`src/rtl/dpram_stream_reader_pkg.sv`:
```
// Shared types and constants for the dual-port RAM stream reader.
// Optional ring-buffer addressing is selected by DPRAM_STREAM_READER_WRAP_EN.
package dpram_stream_reader_pkg;

  typedef enum logic [1:0] {
    IDLE  = 2'd0,
    READ  = 2'd1,
    DRAIN = 2'd2
  } state_e;

  localparam int FIFO_DEPTH    = 4;
  localparam int ISSUE_LATENCY = 2;

endpackage

```
`src/rtl/dpram_stream_reader_stream_fifo4.sv`:
```
// Four-entry register FIFO holding {last, data} beats for the stream reader output.
module stream_fifo4
  import dpram_stream_reader_pkg::*;
#(
  parameter int DW = 9,
  localparam int CW = $clog2(FIFO_DEPTH + 1)
) (
  input  logic          clk,
  input  logic          rst,
  input  logic          push,
  input  logic [DW-1:0] push_data,
  input  logic          pop,
  output logic [DW-1:0] head,
  output logic          empty,
  output logic [CW-1:0] count
);

  localparam int PW = $clog2(FIFO_DEPTH);

  logic [DW-1:0] mem_q [FIFO_DEPTH];
  logic [DW-1:0] mem_d [FIFO_DEPTH];
  logic [PW-1:0] wr_ptr_q, wr_ptr_d;
  logic [PW-1:0] rd_ptr_q, rd_ptr_d;
  logic [CW-1:0] count_q, count_d;
  logic          do_push, do_pop;

  // Pointer, storage and occupancy update; a push into a full FIFO only lands alongside a pop
  always_comb begin
    mem_d    = mem_q;
    wr_ptr_d = wr_ptr_q;
    rd_ptr_d = rd_ptr_q;
    count_d  = count_q;
    do_pop   = pop && (count_q != {CW{1'b0}});
    do_push  = push && ((count_q != CW'(FIFO_DEPTH)) || do_pop);
    if (do_push) begin
      mem_d[wr_ptr_q] = push_data;
      wr_ptr_d        = wr_ptr_q + PW'(1);
    end else begin
      wr_ptr_d = wr_ptr_q;
    end
    if (do_pop) begin
      rd_ptr_d = rd_ptr_q + PW'(1);
    end else begin
      rd_ptr_d = rd_ptr_q;
    end
    case ({do_push, do_pop})
      2'b10:   count_d = count_q + CW'(1);
      2'b01:   count_d = count_q - CW'(1);
      default: count_d = count_q;
    endcase
  end

  // FIFO state registers, cleared so the head reads as zero after reset
  always_ff @(posedge clk) begin
    if (rst) begin
      for (int i = 0; i < FIFO_DEPTH; i++) begin
        mem_q[i] <= {DW{1'b0}};
      end
      wr_ptr_q <= {PW{1'b0}};
      rd_ptr_q <= {PW{1'b0}};
      count_q  <= {CW{1'b0}};
    end else begin
      mem_q    <= mem_d;
      wr_ptr_q <= wr_ptr_d;
      rd_ptr_q <= rd_ptr_d;
      count_q  <= count_d;
    end
  end

  assign head  = mem_q[rd_ptr_q];
  assign empty = (count_q == {CW{1'b0}});
  assign count = count_q;

endmodule

```
`src/rtl/dpram_stream_reader.sv`:
```
// Streams a (start, length) window of a registered-output dual-port RAM as valid/ready beats.
// Define DPRAM_STREAM_READER_WRAP_EN to let reads wrap from DEPTH-1 back to 0.
module dpram_stream_reader
  import dpram_stream_reader_pkg::*;
#(
  parameter int WIDTH = 8,
  parameter int DEPTH = 10,
  localparam int AW = $clog2(DEPTH),
  localparam int LW = $clog2(DEPTH + 1)
) (
  input  logic             Clock,
  input  logic             Reset,
  input  logic             CmdValid,
  output logic             CmdReady,
  input  logic [AW-1:0]    CmdStart,
  input  logic [LW-1:0]    CmdLength,
  output logic             CmdError,
  output logic [AW-1:0]    RdAddress,
  input  logic [WIDTH-1:0] RamQ,
  output logic             OutValid,
  input  logic             OutReady,
  output logic [WIDTH-1:0] OutData,
  output logic             OutLast,
  output logic             Busy
);

  localparam int CW = $clog2(FIFO_DEPTH + 1);

  state_e                   state_q, state_d;
  logic [AW-1:0]            addr_q, addr_d;
  logic [LW-1:0]            rem_q, rem_d;
  logic [ISSUE_LATENCY-1:0] vld_q, vld_d;
  logic [ISSUE_LATENCY-1:0] lst_q, lst_d;
  logic                     err_q, err_d;
  logic                     issue, issue_last, cmd_illegal, credit_ok;
  logic                     fifo_empty, fifo_pop;
  logic [CW-1:0]            fifo_count, inflight;
  logic [WIDTH:0]           fifo_head;

`ifdef DPRAM_STREAM_READER_WRAP_EN
  assign cmd_illegal = (CmdLength == {LW{1'b0}}) || (CmdLength > LW'(DEPTH));
`else
  localparam int EW = LW + 1;
  logic [EW-1:0] cmd_end;
  assign cmd_end     = EW'(CmdStart) + EW'(CmdLength);
  assign cmd_illegal = (CmdLength == {LW{1'b0}}) || (CmdLength > LW'(DEPTH)) ||
                       (cmd_end > EW'(DEPTH));
`endif

  function automatic logic [AW-1:0] next_addr(input logic [AW-1:0] a);
`ifdef DPRAM_STREAM_READER_WRAP_EN
    if (a >= AW'(DEPTH - 1)) begin
      return {AW{1'b0}};
    end else begin
      return a + AW'(1);
    end
`else
    return a + AW'(1);
`endif
  endfunction

  // Reads already in the RAM/alignment pipe count against FIFO space; a same-cycle pop earns no credit
  always_comb begin
    inflight = {CW{1'b0}};
    for (int i = 0; i < ISSUE_LATENCY; i++) begin
      inflight = inflight + CW'(vld_q[i]);
    end
    credit_ok = (fifo_count + inflight) < CW'(FIFO_DEPTH);
  end

  assign fifo_pop = OutReady && !fifo_empty;

  // Next-state, read issue and error pulse
  always_comb begin
    state_d    = state_q;
    addr_d     = addr_q;
    rem_d      = rem_q;
    err_d      = 1'b0;
    issue      = 1'b0;
    issue_last = 1'b0;
    case (state_q)
      IDLE: begin
        if (CmdValid && cmd_illegal) begin
          err_d = 1'b1;
        end else if (CmdValid) begin
          issue      = 1'b1;
          issue_last = (CmdLength == LW'(1));
          addr_d     = CmdStart;
          rem_d      = CmdLength - LW'(1);
          state_d    = READ;
        end else begin
          state_d = IDLE;
        end
      end
      READ: begin
        if (rem_q == {LW{1'b0}}) begin
          state_d = DRAIN;
        end else if (credit_ok) begin
          issue      = 1'b1;
          issue_last = (rem_q == LW'(1));
          addr_d     = next_addr(addr_q);
          rem_d      = rem_q - LW'(1);
          state_d    = (rem_q == LW'(1)) ? DRAIN : READ;
        end else begin
          state_d = READ;
        end
      end
      DRAIN: begin
        if (fifo_pop && fifo_head[WIDTH]) begin
          state_d = IDLE;
        end else begin
          state_d = DRAIN;
        end
      end
      default: state_d = IDLE;
    endcase
    vld_d = {vld_q[ISSUE_LATENCY-2:0], issue};
    lst_d = {lst_q[ISSUE_LATENCY-2:0], issue_last};
  end

  // Control registers; reset flushes the read pipeline along with the FSM
  always_ff @(posedge Clock) begin
    if (Reset) begin
      state_q <= IDLE;
      addr_q  <= {AW{1'b0}};
      rem_q   <= {LW{1'b0}};
      vld_q   <= {ISSUE_LATENCY{1'b0}};
      lst_q   <= {ISSUE_LATENCY{1'b0}};
      err_q   <= 1'b0;
    end else begin
      state_q <= state_d;
      addr_q  <= addr_d;
      rem_q   <= rem_d;
      vld_q   <= vld_d;
      lst_q   <= lst_d;
      err_q   <= err_d;
    end
  end

  stream_fifo4 #(.DW(WIDTH + 1)) u_fifo (
    .clk       (Clock),
    .rst       (Reset),
    .push      (vld_q[ISSUE_LATENCY-1]),
    .push_data ({lst_q[ISSUE_LATENCY-1], RamQ}),
    .pop       (fifo_pop),
    .head      (fifo_head),
    .empty     (fifo_empty),
    .count     (fifo_count)
  );

  assign CmdReady  = (state_q == IDLE);
  assign Busy      = (state_q != IDLE);
  assign CmdError  = err_q;
  assign RdAddress = addr_q;
  assign OutValid  = !fifo_empty;
  assign OutData   = fifo_head[WIDTH-1:0];
  assign OutLast   = fifo_head[WIDTH] && !fifo_empty;

endmodule

```
`config.mk`:
```
export PLATFORM = sky130hd
export DESIGN_NAME = dpram_stream_reader
export DESIGN_NICKNAME = d
export VERILOG_FILES = /design/src/rtl/dpram_stream_reader_pkg.sv /design/src/rtl/dpram_stream_reader_stream_fifo4.sv /design/src/rtl/dpram_stream_reader.sv
export SDC_FILE = /design/constraint.sdc
export NUM_CORES = 1
export LEC_CHECK = 0
export CAP_MARGIN = 20
export CORE_AREA = 2 2 111 102
export CTS_BUF_LIST = sky130_fd_sc_hd__clkbuf_8 sky130_fd_sc_hd__clkbuf_16
export DETAILED_ROUTE_END_ITERATION = 8
export DIE_AREA = 0 0 113 104
export GPL_TIMING_DRIVEN = 0
export PLACE_DENSITY = 0.49
export SYNTH_ARGS = -nofsm -noshare
export SYNTH_HDL_FRONTEND = slang
export SYNTH_HIERARCHICAL = 1
export SYNTH_SLANG_ARGS = --single-unit
export TNS_END_PERCENT = 50
```
`constraint.sdc`:
```
create_clock -name Clock -period 4.1 [get_ports Clock]
set_clock_uncertainty 0.15 [all_clocks]
set_input_delay 1.025 -clock Clock [delete_from_list [all_inputs] [get_ports Clock]]
set_output_delay 1.025 -clock Clock [all_outputs]
set_load 0.02 [all_outputs]
```
==> results_dict.tcl, run 1 <==
set metrics [dict create \
    start_kind "input port" \
    synth_flop_cell "dfxtp_1" \
    path_depth 8 \
    critPathMaxFanout 6 \
    cts_setup_buffers 0 \
    ant_nets 0 \
    startpoint "CmdLength[0]" \
    setup_slack_ns 0.361 \
    hold_class "reg2reg" \
    grt_pass1_vias 2496 \
    place_ws_ns 0.0440 \
    path_clk_slew_ns 0.05 \
    drc_errors 2 \
    synth_seq_cells 58 \
    p_leak_nw 1.66 \
    final_cell_mix "58 x dfxtp_1, 48 x nand2b_1, 39 x mux2i_1" \
    antenna_found_initial 0 \
    crit_slowest_cell "or4_1" \
    num_rows 36 \
    firstDrtPassIters 6 \
    violations "design-rule violations" \
    reg2reg_slack_ns 0.78 \
    htree_num_levels 3 \
    utilization_pct 37.5 \
    post_synth.cell_area_avg_sq_um 9.70 \
    maxSlewViolCount 0 \
    cts_hold_buf 0 \
    path_cells "clkdlybuf4s50_1 > ha_1 > fa_1 > or4_1 > a311oi_2 > and2b_1 > nand3_1 > a211oi_1" \
    area_delta_synth_final_pct 27.4 \
    num_vias 2399 \
    io_pins 37 \
    clock_sinks 58 \
    setup_violations 0 \
    async_flop_share_pct 0 \
    post-route-period-util_pct 91.2 \
    tns_ns 0 \
    worstSkewPairLatency_ns 0.32 \
    grt.overflow.total 0 \
    synth_edf_count 0 \
    rsz0062_at_grt "no" \
    cts-root-buf "clkbuf_16" \
    syn_area_sq_um 3130 \
    worst-path-buf-inv 1 \
    die_y_microns 104 \
    final_area_sq_um 3990 \
    crit_path_end_kind "register" \
    crit_required_ns 4.17 \
    initial_utilization_pct 29.5 \
    diodes 0 \
    cts_buffer_depth 2 \
    grtUsageTotal_pct 13.4 \
    dpl_cell_area_sq_um 3660 \
    die_x_microns 113 \
    crit_type "in2reg" \
    max_slew_margin_pct 51.6 \
    outcome "finished, violations left" \
    layout_commonest_cell "dfxtp_1" \
    slowest_delay_ns 0.55 \
    avgViaCountPerCell 4.72 \
    cp.arrival_ns 3.81 \
    reg2reg_depth 12 \
    drtIter0Drc 88 \
    grt_max_degree 11 \
    maxCapViolations 0 \
    place_inst 492 \
    ys_warn_count 6 \
    synth-seq-area-share_pct 37.1 \
    cp-endpoint "lst_q[0]" \
    cts_tree "done" \
    critical-path-top-delay-family "simple AND/OR/NAND/NOR gates" \
    worst_pin_slew_ns 0.727 \
    gp_congestion 0.801 \
    r2r_end "u_fifo/count[2]" \
    design.die.area_sq_um 11800 \
    nNetsFinal 409 \
    synthDistinctLibCells 45 \
    irDropWorstVdd_v 0.000179 \
    synth_nets 362 \
    hold_viol 0 \
    layout-drive-gt1-share_pct 9.33 \
    fin_cells 508 \
    cts_buffers 9 \
    power.density_nw_per_um2 389 \
    io_buffers 36 \
    wirelength_microns 7450 \
    post_cts_resized 0 \
    fmax_mhz 267 \
    rr_startpoint "u_fifo/count[1]" \
    wl_per_cell_microns 14.7 \
    coreArea_sq_um 10600 \
    grt_pass1_wl_microns 12600 \
    synth_cells 323 \
    finalCriticalPeriod_ns 3.74 \
    dp_hpwl_microns 5210 \
]
-- logic make-up after synthesis --
logic type	count (synthesis)	share of synthesized area, %
AND/OR/NAND/NOR	123	21.6
flip-flops	58	37.1
multiplexers	48	18.9
AO/OA/AOI/OAI	39	8.19
buffers and inverters	31	4.71
adder cells (fa/ha/maj)	19	8.07
XOR/XNOR	5	1.40
-- metal layers --
metal,track usage [%],wire length (microns),vias up
met3,2.51,263,10
met2,20.4,3300,40
li1,-,-,1212
met4,5.49,141,0
met1,18.6,3740,1137
met5,0,0,-
-- cell usage after synthesis (2+ instances only) --
cell,instances,area (sq um)
nand3b_1,2,15.0
nor2_1,22,82.6
a21oi_1,11,55.1
nand2_1,17,63.8
buf_4,2,15.0
mux2i_1,39,390
clkbuf_1,11,41.3
a21o_1,2,15.0
nor2b_1,8,50.1
buf_6,3,33.8
fa_1,2,40.0
mux4_2,9,203
nand2b_1,48,300
nand3_1,10,50.1
and3_1,2,12.5
a211oi_1,2,15.0
ha_1,17,213
dfxtp_1,58,1160
o31ai_1,3,22.5
xnor2_1,2,17.5
or3_1,2,12.5
nor3_1,4,20.0
o21ai_0,10,50.1
inv_1,14,52.6
xor2_1,3,26.3
-- worst min-delay path by stage --
stage | startpoint | endpoint | slack, ns | cells after the start
4_1_cts | lst_q[0] | lst_q[1] | 0.29 | 1
3_5_place_dp | lst_q[0] | lst_q[1] | 0.28 | 1
5_1_grt | lst_q[0] | lst_q[1] | 0.31 | 1
2_1_floorplan | lst_q[0] | lst_q[1] | 0.26 | 1
6_report | lst_q[0] | lst_q[1] | 0.28 | 1
3_3_place_gp | lst_q[0] | lst_q[1] | 0.27 | 1
-- report_power, final --
part	internal (mW)	leakage (nW)	switching, mW
registers	0.574	0.468	0.00962
clock network	0.562	0.167	0.258
logic	0.0720	1.03	0.0775
-- area by class of cell --
class	instances	area, sq um
fillers	1078	6640
multi-input cells	234	1820
flip-flops and latches	58	1160
well taps	133	166
plain buffers	17	95.1
inverters	14	52.6
clock buffers	11	253
repair buffers	36	360
clock inverters	5	77.6
-- sequential cells by signal, summed over array words and instances (netlist names) --
signal           cells
CmdError             1
RdAddress            4
lst_q                2
rem_q                4
state_q              2
u_fifo/count         3
u_fifo/mem_q        36
u_fifo/rd_ptr_q      2
u_fifo/wr_ptr_q      2
vld_q                2
-- stage by stage --
stage	hold slack, ns	power (mW)
6_report	0.285	1.55
5_1_grt	0.309	1.61
4_1_cts	0.293	1.57
3_5_place_dp	0.281	0.746
3_3_place_gp	0.271	0.744
2_1_floorplan	0.264	0.683
(Power assumes the default switching activity.)
==> inputs of run 2 (changes only) <==
--- a/config.mk
+++ b/config.mk
@@ -6,14 +6,13 @@
 export NUM_CORES = 1
 export LEC_CHECK = 0
 export CAP_MARGIN = 20
-export CORE_AREA = 2 2 111 102
+export CORE_AREA = 2 2 108 99
 export CTS_BUF_LIST = sky130_fd_sc_hd__clkbuf_8 sky130_fd_sc_hd__clkbuf_16
 export DETAILED_ROUTE_END_ITERATION = 8
-export DIE_AREA = 0 0 113 104
+export DIE_AREA = 0 0 110 101
 export GPL_TIMING_DRIVEN = 0
 export PLACE_DENSITY = 0.49
 export SYNTH_ARGS = -nofsm -noshare
 export SYNTH_HDL_FRONTEND = slang
-export SYNTH_HIERARCHICAL = 1
 export SYNTH_SLANG_ARGS = --single-unit
 export TNS_END_PERCENT = 50
==> results_dict.tcl, run 2 <==
set metrics [dict create \
    firstDrtPassIters 4 \
    crit_required_ns 2.92 \
    outcome "finished clean" \
    top_register "u_fifo.mem_q" \
    grt_max_degree 11 \
    grt_pass1_wl_microns 13100 \
    utilization_pct 36.8 \
    synthDistinctLibCells 45 \
    syn_area_sq_um 2950 \
    synth_largest_area_cell "dfxtp_1" \
    worst-path-buf-inv 2 \
    start_kind "register" \
    num_rows 35 \
    power.density_nw_per_um2 370 \
    synth-seq-area-share_pct 39.4 \
    cts-root-buf "clkbuf_8" \
    avgViaCountPerCell 4.91 \
    hp-start "lst_q[0]" \
    tns_ns 0 \
    num_vias 2597 \
    fmax_mhz 267 \
    design.die.area_sq_um 11100 \
    grtUsageMet2_pct 24.8 \
    diodes 0 \
    largest_register_ffs 36 \
    hold_depth 1 \
    post_synth.cell_area_avg_sq_um 8.46 \
    maxSlewViolCount 0 \
    final_cell_mix "58 x dfxtp_1, 58 x nand2_1, 51 x a21oi_1" \
    drc_errors 0 \
    cts_setup_buffers 0 \
    grt_pass1_vias 2611 \
    cts_tree "done" \
    layout-drive-gt1-share_pct 6.75 \
    r2r_end "u_fifo.count[2]" \
    antenna_found_initial 0 \
    synth_cells 348 \
    ys_warn_count 0 \
    hold_class "reg2reg" \
    clock_sinks 58 \
    path_clk_slew_ns 0.07 \
    wirelength_microns 7960 \
    htree_num_levels 3 \
    irDropWorstVdd_v 0.000182 \
    grt.overflow.total 0 \
    critical-path-top-delay-family "buffers and inverters" \
    cts_buffers 9 \
    place_ws_ns 0.0183 \
    synth_common_cells "58 x dfxtp_1, 58 x nand2_1, 51 x a21oi_1" \
    gp_congestion 0.783 \
    io_pins 37 \
    setup_slack_ns 0.352 \
    synth_nets 387 \
    area_delta_synth_final_pct 25.1 \
    slowest_delay_ns 0.70 \
    synth_flop_cell "dfxtp_1" \
    reg2reg_depth 11 \
    synth_top_area_share_pct 39.4 \
    async_flop_share_pct 0 \
    critPathMaxFanout 10 \
    maxCapViolations 0 \
    crit_slowest_cell "buf_1" \
    initial_utilization_pct 29.4 \
    hold_slack_ns 0.292 \
    synthTopCellsByArea "dfxtp_1 39%, a21oi_1 8.7%, nand2_1 7.4%, ha_1 7.2%, nand3_1 7.1%" \
    crit_type "reg2out" \
    cts_hold_buf 0 \
    p_leak_nw 1.28 \
    rsz0062_at_grt "no" \
    drtIter0Drc 121 \
    setup_violations 0 \
    worstSkewPairLatency_ns 0.33 \
    synth_edf_count 0 \
    post-route-period-util_pct 91.4 \
    final_area_sq_um 3690 \
    coreArea_sq_um 10000 \
    hold-path-endpoint "lst_q[1]" \
    reg2reg_slack_ns 1.20 \
    grtUsageTotal_pct 15.7 \
    io_buffers 36 \
    met1_usage_pct 21.1 \
    nNetsFinal 434 \
    hold_viol 0 \
    die_y_microns 101 \
    synth_seq_cells 58 \
    cp.arrival_ns 2.57 \
    finalCriticalPeriod_ns 3.75 \
    grtUsageMet3_pct 4.07 \
    max_slew_margin_pct 39.1 \
    path_cells "buf_1 > mux4_2 > clkdlybuf4s50_1" \
    dp_hpwl_microns 5530 \
    die_x_microns 110 \
    wl_per_cell_microns 15.0 \
    dpl_cell_area_sq_um 3470 \
    cts_buffer_depth 2 \
    rr_startpoint "u_fifo.count[2]" \
    worst_pin_slew_ns 0.913 \
    crit_path_end_kind "primary output" \
    post_cts_resized 0 \
    ant_nets 0 \
    grt-busiest-layer "met2" \
]
[run 2: changes by cell type after synthesis, sizes merged, moves of 7 or more]
cell    before  now
nand2b      48    1
nand2       17   58
a21oi       12   51
mux2i       39    1
nand3       11   43
o21ai       10    3
[run 2: cell type report]
class / instances / area [sq um]
plain buffers: 21 / 78.8
well taps: 129 / 161
fillers: 1030 / 6340
flip-flops and latches: 58 / 1160
clock inverters: 6 / 81.3
multi-input cells: 256 / 1660
inverters: 13 / 48.8
repair buffers: 36 / 360
clock buffers: 10 / 138
[run 2: metrics by stage]
stage | power (mW) | instances
5_1_grt | 1.43 | 529
6_report | 1.36 | 529
3_5_place_dp | 0.799 | 513
4_1_cts | 1.39 | 529
3_3_place_gp | 0.798 | 513
2_1_floorplan | 0.719 | 348
[run 2: worst max-delay path by stage]
stage	from	to	cells past startpoint
5_1_grt	u_fifo.rd_ptr_q[0]	OutData[0]	3
4_1_cts	u_fifo.rd_ptr_q[0]	OutData[0]	3
6_report	u_fifo.rd_ptr_q[0]	OutData[0]	3
3_3_place_gp	CmdLength[0]	lst_q[0]	8
3_5_place_dp	CmdLength[0]	lst_q[0]	8
2_1_floorplan	CmdStart[0]	lst_q[0]	7
[run 2: report_power, final]
| part | switching [mW] | internal, mW | leakage (nW) |
|---|---|---|---|
| clock network | 0.223 | 0.354 | 0.113 |
| logic | 0.112 | 0.0825 | 0.697 |
| registers | 0.0137 | 0.578 | 0.468 |
[run 2: metal layers]
| metal | up-vias | share of wire, % |
|---|---|---|
| met4 | 0 | 1.0 |
| li1 | 1318 | - |
| met3 | 9 | 4.1 |
| met1 | 1215 | 48 |
| met5 | - | 0 |
| met2 | 55 | 47 |
[run 2: worst reg2reg max path, stage by stage, from the launching register on]
cell and delay [ns]:
dfxtp_1 0.37, inv_1 0.08, o41a_1 0.42, clkbuf_1 0.17, clkbuf_1 0.29, inv_1 0.12
ha_1 0.19, inv_1 0.07, fa_1 0.37, xor2_1 0.16, or3_1 0.30, a21oi_1 0.14
[run 2: cell families after synthesis]
group                    Yosys count  share of synthesized area, %
AND/OR/NAND/NOR                  145                          23.0
AO/OA/AOI/OAI                     74                          15.0
flip-flops                        58                          39.4
buffers and inverters             34                          4.33
adder cells (fa/ha/maj)           19                          8.58
multiplexers                      10                          7.22
XOR/XNOR                           8                          2.38
